[config.mk]
export PLATFORM = sky130hd
export DESIGN_NAME = uart_tx_buffered
export DESIGN_NICKNAME = d
export VERILOG_FILES = /design/src/rtl/uart_pkg.sv /design/src/rtl/sync_fifo.sv /design/src/rtl/uart_tx_buffered.sv
export SDC_FILE = /design/constraint.sdc
export NUM_CORES = 1
export LEC_CHECK = 0
export BUFFER_PORTS_ARGS = -buffer_cell sky130_fd_sc_hd__buf_2
export CORE_MARGIN = 1.5
export CORE_UTILIZATION = 30
export CTS_CLUSTER_DIAMETER = 100
export DETAILED_ROUTE_END_ITERATION = 8
export PLACE_DENSITY_LB_ADDON = 0.05
export SETUP_SLACK_MARGIN = 0.1
export SYNTH_ARGS = -nofsm -noshare
export SYNTH_HDL_FRONTEND = slang
export SYNTH_SLANG_ARGS = --single-unit
[constraint.sdc]
create_clock -name clk -period 6.27 [get_ports clk]
set_input_delay 0.627 -clock clk [delete_from_list [all_inputs] [get_ports clk]]
set_output_delay 0.627 -clock clk [all_outputs]
set_load 0.05 [all_outputs]
[src/rtl/uart_pkg.sv]
// uart_pkg: shared UART state encoding and line-level constants
package uart_pkg;
    typedef enum logic [1:0] {IDLE, START, DATA, STOP} uart_state_t;
    localparam int   UART_DATA_BITS = 8;
    localparam logic UART_START_LVL = 1'b0;
    localparam logic UART_STOP_LVL  = 1'b1;
endpackage

[src/rtl/sync_fifo.sv]
// sync_fifo: single-clock FIFO with registered storage, head on rdata, occupancy count and full/empty flags
module sync_fifo #(
    parameter int WIDTH = 8,
    parameter int DEPTH = 16
) (
    input  logic                       clk,
    input  logic                       rst,
    input  logic                       push,
    input  logic                       pop,
    input  logic [WIDTH-1:0]           wdata,
    output logic [WIDTH-1:0]           rdata,
    output logic [$clog2(DEPTH):0]     count,
    output logic                       full,
    output logic                       empty
);
    localparam int AW = $clog2(DEPTH);
    logic [WIDTH-1:0] mem [DEPTH];
    logic [AW-1:0] wptr, rptr;
    logic do_push, do_pop;
    assign full    = count == (AW+1)'(DEPTH);
    assign empty   = count == '0;
    assign do_push = push && !full;
    assign do_pop  = pop && !empty;
    assign rdata   = mem[rptr];
    always_ff @(posedge clk) begin
        if (do_push) mem[wptr] <= wdata;
    end
    always_ff @(posedge clk) begin
        if (rst) begin
            wptr  <= '0;
            rptr  <= '0;
            count <= '0;
        end else begin
            if (do_push) wptr <= wptr + 1'b1;
            if (do_pop) rptr <= rptr + 1'b1;
            count <= count + (AW+1)'(do_push) - (AW+1)'(do_pop);
        end
    end
endmodule

[src/rtl/uart_tx_buffered.sv]
// uart_tx_buffered: FIFO-buffered 8N1 UART transmitter driving txd from the CPU uartWrite byte stream
module uart_tx_buffered
    import uart_pkg::*;
#(
    parameter int CLKS_PER_BIT = 434,
    parameter int FIFO_DEPTH   = 16
) (
    input  logic                          clk,
    input  logic                          reset,
    input  logic                          uartWriteReq,
    input  logic [7:0]                    uartWriteData,
    output logic                          uartWriteReady,
    output logic                          txd,
    output logic                          txBusy,
    output logic [$clog2(FIFO_DEPTH):0]   fifoCount
);
    localparam int BW = $clog2(CLKS_PER_BIT);
    uart_state_t state;
    logic [BW-1:0] baud;
    logic [$clog2(UART_DATA_BITS)-1:0] bit_idx;
    logic [UART_DATA_BITS-1:0] shifter, head;
    logic full, empty, baud_end, pop;
    assign baud_end       = baud == BW'(CLKS_PER_BIT - 1);
    assign pop            = !empty && (state == IDLE || (state == STOP && baud_end));
    assign uartWriteReady = !full;
    assign txBusy         = state != IDLE || !empty;
    sync_fifo #(.WIDTH(UART_DATA_BITS), .DEPTH(FIFO_DEPTH)) u_fifo (
        .clk   (clk),
        .rst   (reset),
        .push  (uartWriteReq),
        .pop   (pop),
        .wdata (uartWriteData),
        .rdata (head),
        .count (fifoCount),
        .full  (full),
        .empty (empty)
    );
    always_ff @(posedge clk) begin
        if (reset) begin
            state   <= IDLE;
            txd     <= UART_STOP_LVL;
            baud    <= '0;
            bit_idx <= '0;
            shifter <= '0;
        end else begin
            case (state)
                IDLE: begin
                    baud <= '0;
                    if (!empty) begin
                        shifter <= head;
                        txd     <= UART_START_LVL;
                        state   <= START;
                    end
                end
                START: begin
                    baud <= baud_end ? '0 : baud + 1'b1;
                    if (baud_end) begin
                        txd     <= shifter[0];
                        bit_idx <= '0;
                        state   <= DATA;
                    end
                end
                DATA: begin
                    baud <= baud_end ? '0 : baud + 1'b1;
                    if (baud_end && bit_idx == 3'(UART_DATA_BITS - 1)) begin
                        txd   <= UART_STOP_LVL;
                        state <= STOP;
                    end else if (baud_end) begin
                        shifter <= shifter >> 1;
                        txd     <= shifter[1];
                        bit_idx <= bit_idx + 1'b1;
                    end
                end
                default: begin
                    baud <= baud_end ? '0 : baud + 1'b1;
                    if (baud_end && !empty) begin
                        shifter <= head;
                        txd     <= UART_START_LVL;
                        state   <= START;
                    end else if (baud_end) begin
                        state <= IDLE;
                    end
                end
            endcase
        end
    end
endmodule

After elaboration in Yosys (flattened, before gate mapping)

Memory sizes are Yosys's and may differ from the RTL's. A register that Yosys moved wholly into a read port is not among the register bits.
Cells that the tools add are included.
W data, S select, Z words.

Add/sub/neg operators: 6
Eq/ne operators: 12
Multiplexer cells: 25
Bitwise gates (word level): 1
Reduce and logical (&&, ||, !) cells: 22

Operator list:

| operator              | number |
|---|---|
| $mux W8               | 4 |
| $pmux W8 S3           | 1 |
| $reduce_and A4 Y1     | 3 |
| $mux W2               | 5 |
| $ne A2 B2 Y1 const B  | 5 |
| $add A9 B1 Y9 const B | 1 |
| $eq A9 B9 Y1 const B  | 1 |
| $mux W3               | 3 |
| $add A4 B1 Y4 const B | 2 |
| $mux W4               | 2 |
| $reduce_bool A4 Y1    | 2 |
| $mux W1               | 7 |
| $logic_and A1 B1 Y1   | 6 |
| $pmux W2 S3           | 1 |
| $pmux W3 S2           | 1 |
| $add A5 B1 Y5         | 1 |
| $eq A5 B5 Y1 const B  | 1 |
| $logic_not A5 Y1      | 1 |
| $reduce_and A5 Y1     | 1 |
| $sub A5 B1 Y5         | 1 |
| $eq A2 B2 Y1 const B  | 2 |
| $reduce_bool A2 Y1    | 2 |
| $add A3 B1 Y3 const B | 1 |
| $eq A3 B3 Y1 const B  | 1 |
| 9 further kinds       | 11 |

Register bits after elaboration: 36
Bits in writable memories: 128
Input port bits: 11
Output and inout bits: 8
Logic and storage cells: 75
Memories: 1

Memories:

| name       | depth | bits a word | rd ports | clocked after memory_dff | wr ports | line            | text |
|---|---|---|---|---|---|---|---|
| u_fifo.mem | 16    | 8           | 1        | 1                        | 1        | sync_fifo.sv:17 | `logic [WIDTH-1:0] mem [DEPTH];` |

Longest topological paths before layout

Word-level depth: 7
Depth in mapped cells: 15
Gate-level depth less buffers: 15

By module

From an unflattened synthesis, not the netlist that was laid out.

Cell total of the unflattened synthesis: 460
Area, all modules: 7199.4 sq um

Modules (own cells, without submodules):

| module           | instances | cells an instance | area an instance (sq um) | sequential area each (sq um) |
|---|---|---|---|---|
| sync_fifo        | 1         | 306               | 5799.3                   | 4184.0 |
| uart_tx_buffered | 1         | 154               | 1400.1                   | 460.4 |

Least setup slack after synthesis

Ideal clock, no wire load.

Path kind: reg2reg
Start: reg u_fifo.count[4]
End: reg u_fifo.count[4]
Library setup time: 71 ps
Arrival: 3035 ps
Required time: 6199 ps
Slack: 3165 ps
Stages on the path, launching flop included: 12
Buffers on the path: 1
Clock period less this slack: 3105 ps
Path through: dfxtp_1 nand4bb_1 and2_1 clkbuf_1 ha_1 inv_1 fa_1 inv_1 a21oi_1 nor2_1 or3_1 a21oi_1

Cells in the longest elaborated chain, start to end: 5
Elaborated cells between the ends (all ways): 9
Classes of those cells: add/sub (2); eq/ne (1); reduce/logical (6)

Ends and longest elaborated chain:

| element                | line                   | text |
|---|---|---|
| start, declared        | sync_fifo.sv:12        | `output logic [$clog2(DEPTH):0] count,` |
| start signal, assigned | sync_fifo.sv:36        | `count <= count + (AW+1)'(do_push) - (AW+1)'(do_pop);` |
| $eq A5 B5 Y1           | sync_fifo.sv:20        | `assign full = count == (AW+1)'(DEPTH);` |
| $logic_not A1 Y1       | --                     |  |
| net uartWriteReady     | uart_tx_buffered.sv:12 | `output logic uartWriteReady,` |
| $logic_and A1 B1 Y1    | sync_fifo.sv:22        | `assign do_push = push && !full;` |
| net u_fifo.do_push     | sync_fifo.sv:19        | `logic do_push, do_pop;` |
| $add A5 B1 Y5          | sync_fifo.sv:36        |  |
| $sub A5 B1 Y5          | sync_fifo.sv:36        |  |

The timed path passes the listed nets, and every way through them passes these cells.
A chain may end at the register's enable or synchronous reset.

Final worst setup path

Start: reg baud[1]
End: reg u_fifo.count[4]

Cells in the longest elaborated chain, start to end: 6

Ends and longest elaborated chain:

| element                | line                   | text |
|---|---|---|
| start, declared        | uart_tx_buffered.sv:19 | `logic [BW-1:0] baud;` |
| start signal, assigned | uart_tx_buffered.sv:56 | `baud <= baud_end ? '0 : baud + 1'b1;` |
| start signal, assigned | uart_tx_buffered.sv:64 | `baud <= baud_end ? '0 : baud + 1'b1;` |
| start signal, assigned | uart_tx_buffered.sv:75 | `baud <= baud_end ? '0 : baud + 1'b1;` |
| $eq A9 B9 Y1           | uart_tx_buffered.sv:23 | `assign baud_end = baud == BW'(CLKS_PER_BIT - 1);` |
| $logic_and A1 B1 Y1    | uart_tx_buffered.sv:24 | `assign pop = !empty && (state == IDLE \|\| (state == STOP && baud_end));` |
| $logic_or A1 B1 Y1     | uart_tx_buffered.sv:24 |  |
| $logic_and A1 B1 Y1    | uart_tx_buffered.sv:24 |  |
| $logic_and A1 B1 Y1    | sync_fifo.sv:23        | `assign do_pop = pop && !empty;` |
| $sub A5 B1 Y5          | sync_fifo.sv:36        |  |

No other way between the ends.

==> report_table.html <==
<table>
<tr><th>Metric</th><th>Value</th></tr>
<tr><th colspan="2">Global route</th></tr>
<tr><td>Grt total ovfl</td><td>0</td></tr>
<tr><td>Wire length of the first global-routing pass</td><td>23200 um</td></tr>
<tr><td>Via count of the first global-routing pass</td><td>3810</td></tr>
<tr><td>Largest net degree at the start of global routing</td><td>33</td></tr>
<tr><td>Antenna violations before repair</td><td>1</td></tr>
<tr><td>Global-route total usage across every layer</td><td>13.5%</td></tr>
<tr><th colspan="2">Synth</th></tr>
<tr><td>Most frequently used cell type in the post-synthesis netlist</td><td>sky130_fd_sc_hd__edfxtp_1</td></tr>
<tr><td>Post-synthesis sequential area ratio</td><td>65.6%</td></tr>
<tr><td>Cell taking the most area after synthesis</td><td>sky130_fd_sc_hd__edfxtp_1</td></tr>
<tr><td>Fraction of the mapped netlist area in compound gates</td><td>~5.4%</td></tr>
<tr><td>Share of cell area taken by muxes after synthesis</td><td>14.0%</td></tr>
<tr><td>Cell types with the highest counts after synthesis</td><td>sky130_fd_sc_hd__edfxtp_1 (128), sky130_fd_sc_hd__nor2_1 (49), sky130_fd_sc_hd__dfxtp_1 (40)</td></tr>
<tr><td>Top cells by area, synth</td><td>sky130_fd_sc_hd__edfxtp_1 (54%), sky130_fd_sc_hd__dfxtp_1 (11%), sky130_fd_sc_hd__mux4_1 (7.1%), sky130_fd_sc_hd__mux4_2 (4.1%), sky130_fd_sc_hd__ha_1 (3.2%)</td></tr>
<tr><td>Predominant post-synthesis flop cell</td><td>sky130_fd_sc_hd__edfxtp_1</td></tr>
<tr><td>Basic-gate share of the synthesized area counting and, or, nand and nor cells</td><td>7.09%</td></tr>
<tr><td>Adder-Cell Fraction of Synth Area</td><td>3.46%</td></tr>
<tr><td>Portion of synthesized cell area occupied by the leading cell type</td><td>~54%</td></tr>
<tr><td>Largest family of logic cells by synthesized area</td><td>multiplexers</td></tr>
<tr><td>Cell Area, Synth</td><td>between 0.007 and 0.008 mm2</td></tr>
<tr><td>Gate count after technology mapping</td><td>434</td></tr>
<tr><td>Fraction of registers with async set or reset after synthesis</td><td>0%</td></tr>
<tr><td>Post-synth net total</td><td>between 400 and 500</td></tr>
<tr><td>Flops &amp; latches, synth</td><td>168</td></tr>
<tr><td>Post-synth EDFFs</td><td>128</td></tr>
<tr><td>Netlist cell types</td><td>50</td></tr>
<tr><td>Post-Syn Area per Cell</td><td>16.3 um2</td></tr>
<tr><td>Synth Warn #</td><td>0</td></tr>
<tr><td>Area share of xor/xnor cells in the synthesized design</td><td>under 10%</td></tr>
<tr><th colspan="2">Floorplanning</th></tr>
<tr><td>Die Span X</td><td>approximately 160 um</td></tr>
<tr><td>Area of the core region</td><td>between 0.02 and 0.025 mm2</td></tr>
<tr><td>Number of placed I/O pins</td><td>19</td></tr>
<tr><td>DIE HEIGHT</td><td>157 um</td></tr>
<tr><td>Initial core utilization</td><td>a little under a third</td></tr>
<tr><td>Number of standard-cell rows in the floorplan</td><td>56</td></tr>
<tr><td>Die ar.</td><td>0.0245 mm2</td></tr>
<tr><th colspan="2">STA</th></tr>
<tr><td>Part of the cycle the worst path needs</td><td>44.5%</td></tr>
<tr><td>Post-route minimum period</td><td>2.79 ns</td></tr>
<tr><td>Final setup violation count</td><td>0</td></tr>
<tr><td>F_max</td><td>0.359 GHz</td></tr>
<tr><td>Clock tree skew after final layout</td><td>0.0119 ns</td></tr>
<tr><td>Setup repair after global routing missed its margin</td><td>false</td></tr>
<tr><td>Final slew viol count</td><td>0</td></tr>
<tr><td>Max-Slew Margin vs Limit</td><td>roughly 28%</td></tr>
<tr><td>Total negative slack for setup checks</td><td>0 ns</td></tr>
<tr><td>Count of final hold-check violations</td><td>0</td></tr>
<tr><td>Transition at the pin with the smallest max-transition slack</td><td>1.08 ns</td></tr>
<tr><th colspan="2">Critical path</th></tr>
<tr><td>Termination of the worst setup path</td><td>u_fifo.count[4]</td></tr>
<tr><td>Largest incremental delay on the critical path</td><td>roughly 0.39 ns</td></tr>
<tr><td>Critical path data arrival time</td><td>3.14 ns</td></tr>
<tr><td>Worst Path Required</td><td>between 6 and 7 ns</td></tr>
<tr><td>Capturing element type of the critical path</td><td>flop</td></tr>
<tr><td>Maximum fanout count along the critical path</td><td>5</td></tr>
<tr><td>Crit path max-delay cell type</td><td>sky130_fd_sc_hd__a31oi_1</td></tr>
<tr><td>Launching element type of the critical path</td><td>flop</td></tr>
<tr><td>Critical path startpoint</td><td>baud[1]</td></tr>
<tr><td>Depth of the worst register-to-register path</td><td>15</td></tr>
<tr><td>Startpoint of the lowest-slack register-to-register path</td><td>baud[1]</td></tr>
<tr><td>Cell repeated most along the worst path</td><td>sky130_fd_sc_hd__inv_1</td></tr>
<tr><td>Worst reg2reg endpoint</td><td>u_fifo.count[4]</td></tr>
<tr><td>CP cell instances</td><td>inv_1 -&gt; ha_1 -&gt; and4b_1 -&gt; a31oi_1 -&gt; nor3_1 -&gt; inv_1 -&gt; nand2_1 -&gt; ha_1 -&gt; inv_1 -&gt; fa_1 -&gt; inv_1 -&gt; a21oi_1 -&gt; nor2_1 -&gt; or3_1 -&gt; a21oi_1</td></tr>
<tr><td>Reg2Reg Setup Slack</td><td>about 3.5 ns</td></tr>
<tr><td>Type of the setup path with the least slack</td><td>reg2reg</td></tr>
<tr><th colspan="2">Power</th></tr>
<tr><td>Portion of total power attributed to the clock network</td><td>between 30 and 40%</td></tr>
<tr><td>Switching Power</td><td>1.05 mW</td></tr>
<tr><td>Switching share of power</td><td>31.2%</td></tr>
<tr><td>Sequential share of power</td><td>between 30% and 40%</td></tr>
<tr><td>Leakage power of the design</td><td>2.67 nW</td></tr>
<tr><td>Part of the power in combinational logic</td><td>27.5%</td></tr>
<tr><td>Total power density per cell area</td><td>414 mW/mm2</td></tr>
<tr><td>Internal Pwr Total</td><td>2.31 mW</td></tr>
<tr><td>Worst IR drop on VDD</td><td>about 0.00021 V</td></tr>
<tr><th colspan="2">Final layout</th></tr>
<tr><td>Final instance area</td><td>roughly 0.0081 mm2</td></tr>
<tr><td>Antenna Diode Count</td><td>0</td></tr>
<tr><td>Area Growth Syn to Fin</td><td>14.5%</td></tr>
<tr><td>Fillers</td><td>around 2200</td></tr>
<tr><td>Number of nets in the final layout</td><td>490</td></tr>
<tr><td>Multi-input logic area</td><td>0.00226 mm2</td></tr>
<tr><td>Final instance count without filler cells</td><td>between 700 and 800</td></tr>
<tr><td>Layout cells sized above 1</td><td>19.1%</td></tr>
<tr><td>Area taken by flip-flops and latches</td><td>0.00465 mm2</td></tr>
<tr><th colspan="2">Routing</th></tr>
<tr><td>First-iteration detailed-routing DRC count</td><td>about 180</td></tr>
<tr><td>Remaining number of nets flagged by the antenna check after routing</td><td>0</td></tr>
<tr><td>Total detailed-routing wirelength</td><td>between 15000 and 20000 um</td></tr>
<tr><td>Detailed-route DRC error count</td><td>0</td></tr>
<tr><td>DR WL/cell</td><td>19.3 um</td></tr>
<tr><td>First-pass DRT Iterations</td><td>5</td></tr>
<tr><td>Vias after detailed routing</td><td>3696</td></tr>
<tr><td>Detail-routed via count per cell</td><td>between 4 and 5</td></tr>
<tr><th colspan="2">Placed design</th></tr>
<tr><td>Global placement routability congestion</td><td>0.699</td></tr>
<tr><td>Number of buffer cells added on primary ports</td><td>18</td></tr>
<tr><td>Half-perimeter wire length after detailed placement</td><td>9490 um</td></tr>
<tr><td>Dpl cells</td><td>760</td></tr>
<tr><td>Placement Cell Area</td><td>0.00750 mm2</td></tr>
<tr><th colspan="2">Clock tree</th></tr>
<tr><td>Post-CTS Setup Inserts</td><td>0</td></tr>
<tr><td>Clock insertion delay at the later pin of the skew report</td><td>~0.43 ns</td></tr>
<tr><td>Worst-case clock buffer depth</td><td>2</td></tr>
<tr><td>Buffer type at the clock tree root</td><td>sky130_fd_sc_hd__clkbuf_16</td></tr>
<tr><td># clock sinks</td><td>168</td></tr>
<tr><td>Post-cts sizing count</td><td>0</td></tr>
<tr><td>Register clock-pin slew on the reported worst setup and hold paths</td><td>0.07 ns</td></tr>
<tr><td>TritonCTS clock tree</td><td>done</td></tr>
<tr><td>Number of buffers inserted by hold repair at cts</td><td>0</td></tr>
<tr><td>CTS Buf Count</td><td>17</td></tr>
<tr><td>H-tree levels</td><td>4</td></tr>
<tr><th colspan="2">Worst hold path</th></tr>
<tr><td>Path type of the worst min-delay path</td><td>reg2reg</td></tr>
<tr><td>Hold Path Origin</td><td>txd</td></tr>
<tr><th colspan="2">Run</th></tr>
<tr><td># Max-Cap Violations</td><td>0</td></tr>
<tr><th colspan="2">Run status</th></tr>
<tr><td>Run status</td><td>complete, no violations</td></tr>
</table>
## area by class of cell
type,instances,share of cell area (%)
Clock buffer,17,5.25
Clock inverter,14,2.33
Inverter,12,0.555
Multi-Input combinational cell,236,27.9
Sequential cell,168,57.3
Tap cell,319,4.92
Timing Repair Buffer,25,1.76
## routing by layer
layer / GRT usage [%] / routed length [um] / vias up
li1: - / - / 1750
met1: 16.9 / 6970 / 1891
met2: 22.2 / 7700 / 43
met3: 3.63 / 376 / 10
met4: 5.44 / 207 / 2
met5: 0 / 13 / -
## state kept, by name, indices dropped and copies added, names as in the netlist, named ones only
name	cells
u_fifo.wptr	4
bit_idx	3
state	2
u_fifo.rptr	4
txd	1
u_fifo.count	5
u_fifo.mem	128
baud	9
shifter	8
## worst min-delay path by stage
stage,end,slack [ns],cells past startpoint
floorplan,baud[0],0.43,1
global placement,bit_idx[2],0.45,2
detailed placement,txd,0.45,1
CTS,txd,0.47,1
global route,bit_idx[2],0.48,2
finish,txd,0.46,1
## kinds of logic (layout without fill, tap and decap cells)
family,after synthesis,in the layout
AO/OA/AOI/OAI,51,51
XOR/XNOR,16,16
adder cells (fa/ha/maj),19,19
buffers and inverters,30,68
flip-flops,168,168
multiplexers,51,51
AND/OR/NAND/NOR,99,99
## worst max-delay path, delay by kind of cell, from the launching register on
family,cells,cell delay (ns)
fa+ha+maj,3,0.57
simple gates,5,0.85
flops,1,0.36
buf+inv,4,0.29
compound gates,3,0.66
## stage by stage
stage | worst slack [ns] | hold WS (ns) | power (mW) | utilization [%]
floorplan | 3.16 | 0.433 | 2.10 | -
finish | 3.48 | 0.463 | 3.36 | 34.8
global placement | 3.56 | 0.446 | 2.31 | 32.1
global route | 3.21 | 0.483 | 3.55 | 34.8
CTS | 3.44 | 0.467 | 3.42 | 34.8
detailed placement | 3.44 | 0.452 | 2.31 | 32.1
## cell usage in the layout, fill, tap and decap left out, drive strengths merged, types with 4 or more instances in the layout
| cell | count |
|---|---|
| ha | 18 |
| buf | 25 |
| dfxtp | 40 |
| xnor2 | 9 |
| mux2i | 11 |
| clkbuf | 17 |
| nor2 | 50 |
| clkinv | 4 |
| nand2 | 17 |
| xor2 | 7 |
| o21ai | 11 |
| nor3 | 8 |
| inv | 18 |
| a221o | 7 |
| edfxtp | 128 |
| mux2 | 8 |
| mux4 | 32 |
| nand2b | 4 |
| a22oi | 7 |
| a21oi | 11 |
## power groups by stage
stage / registers, mW / logic, mW / clock network, mW
4_1_cts: 1.34 / 0.951 / 1.13
5_1_grt: 1.35 / 1.02 / 1.18
3_3_place_gp: 1.36 / 0.945 / 0
6_report: 1.34 / 0.924 / 1.09
3_5_place_dp: 1.37 / 0.946 / 0
2_1_floorplan: 1.40 / 0.693 / 0
Power figures use the tool's default switching activity.
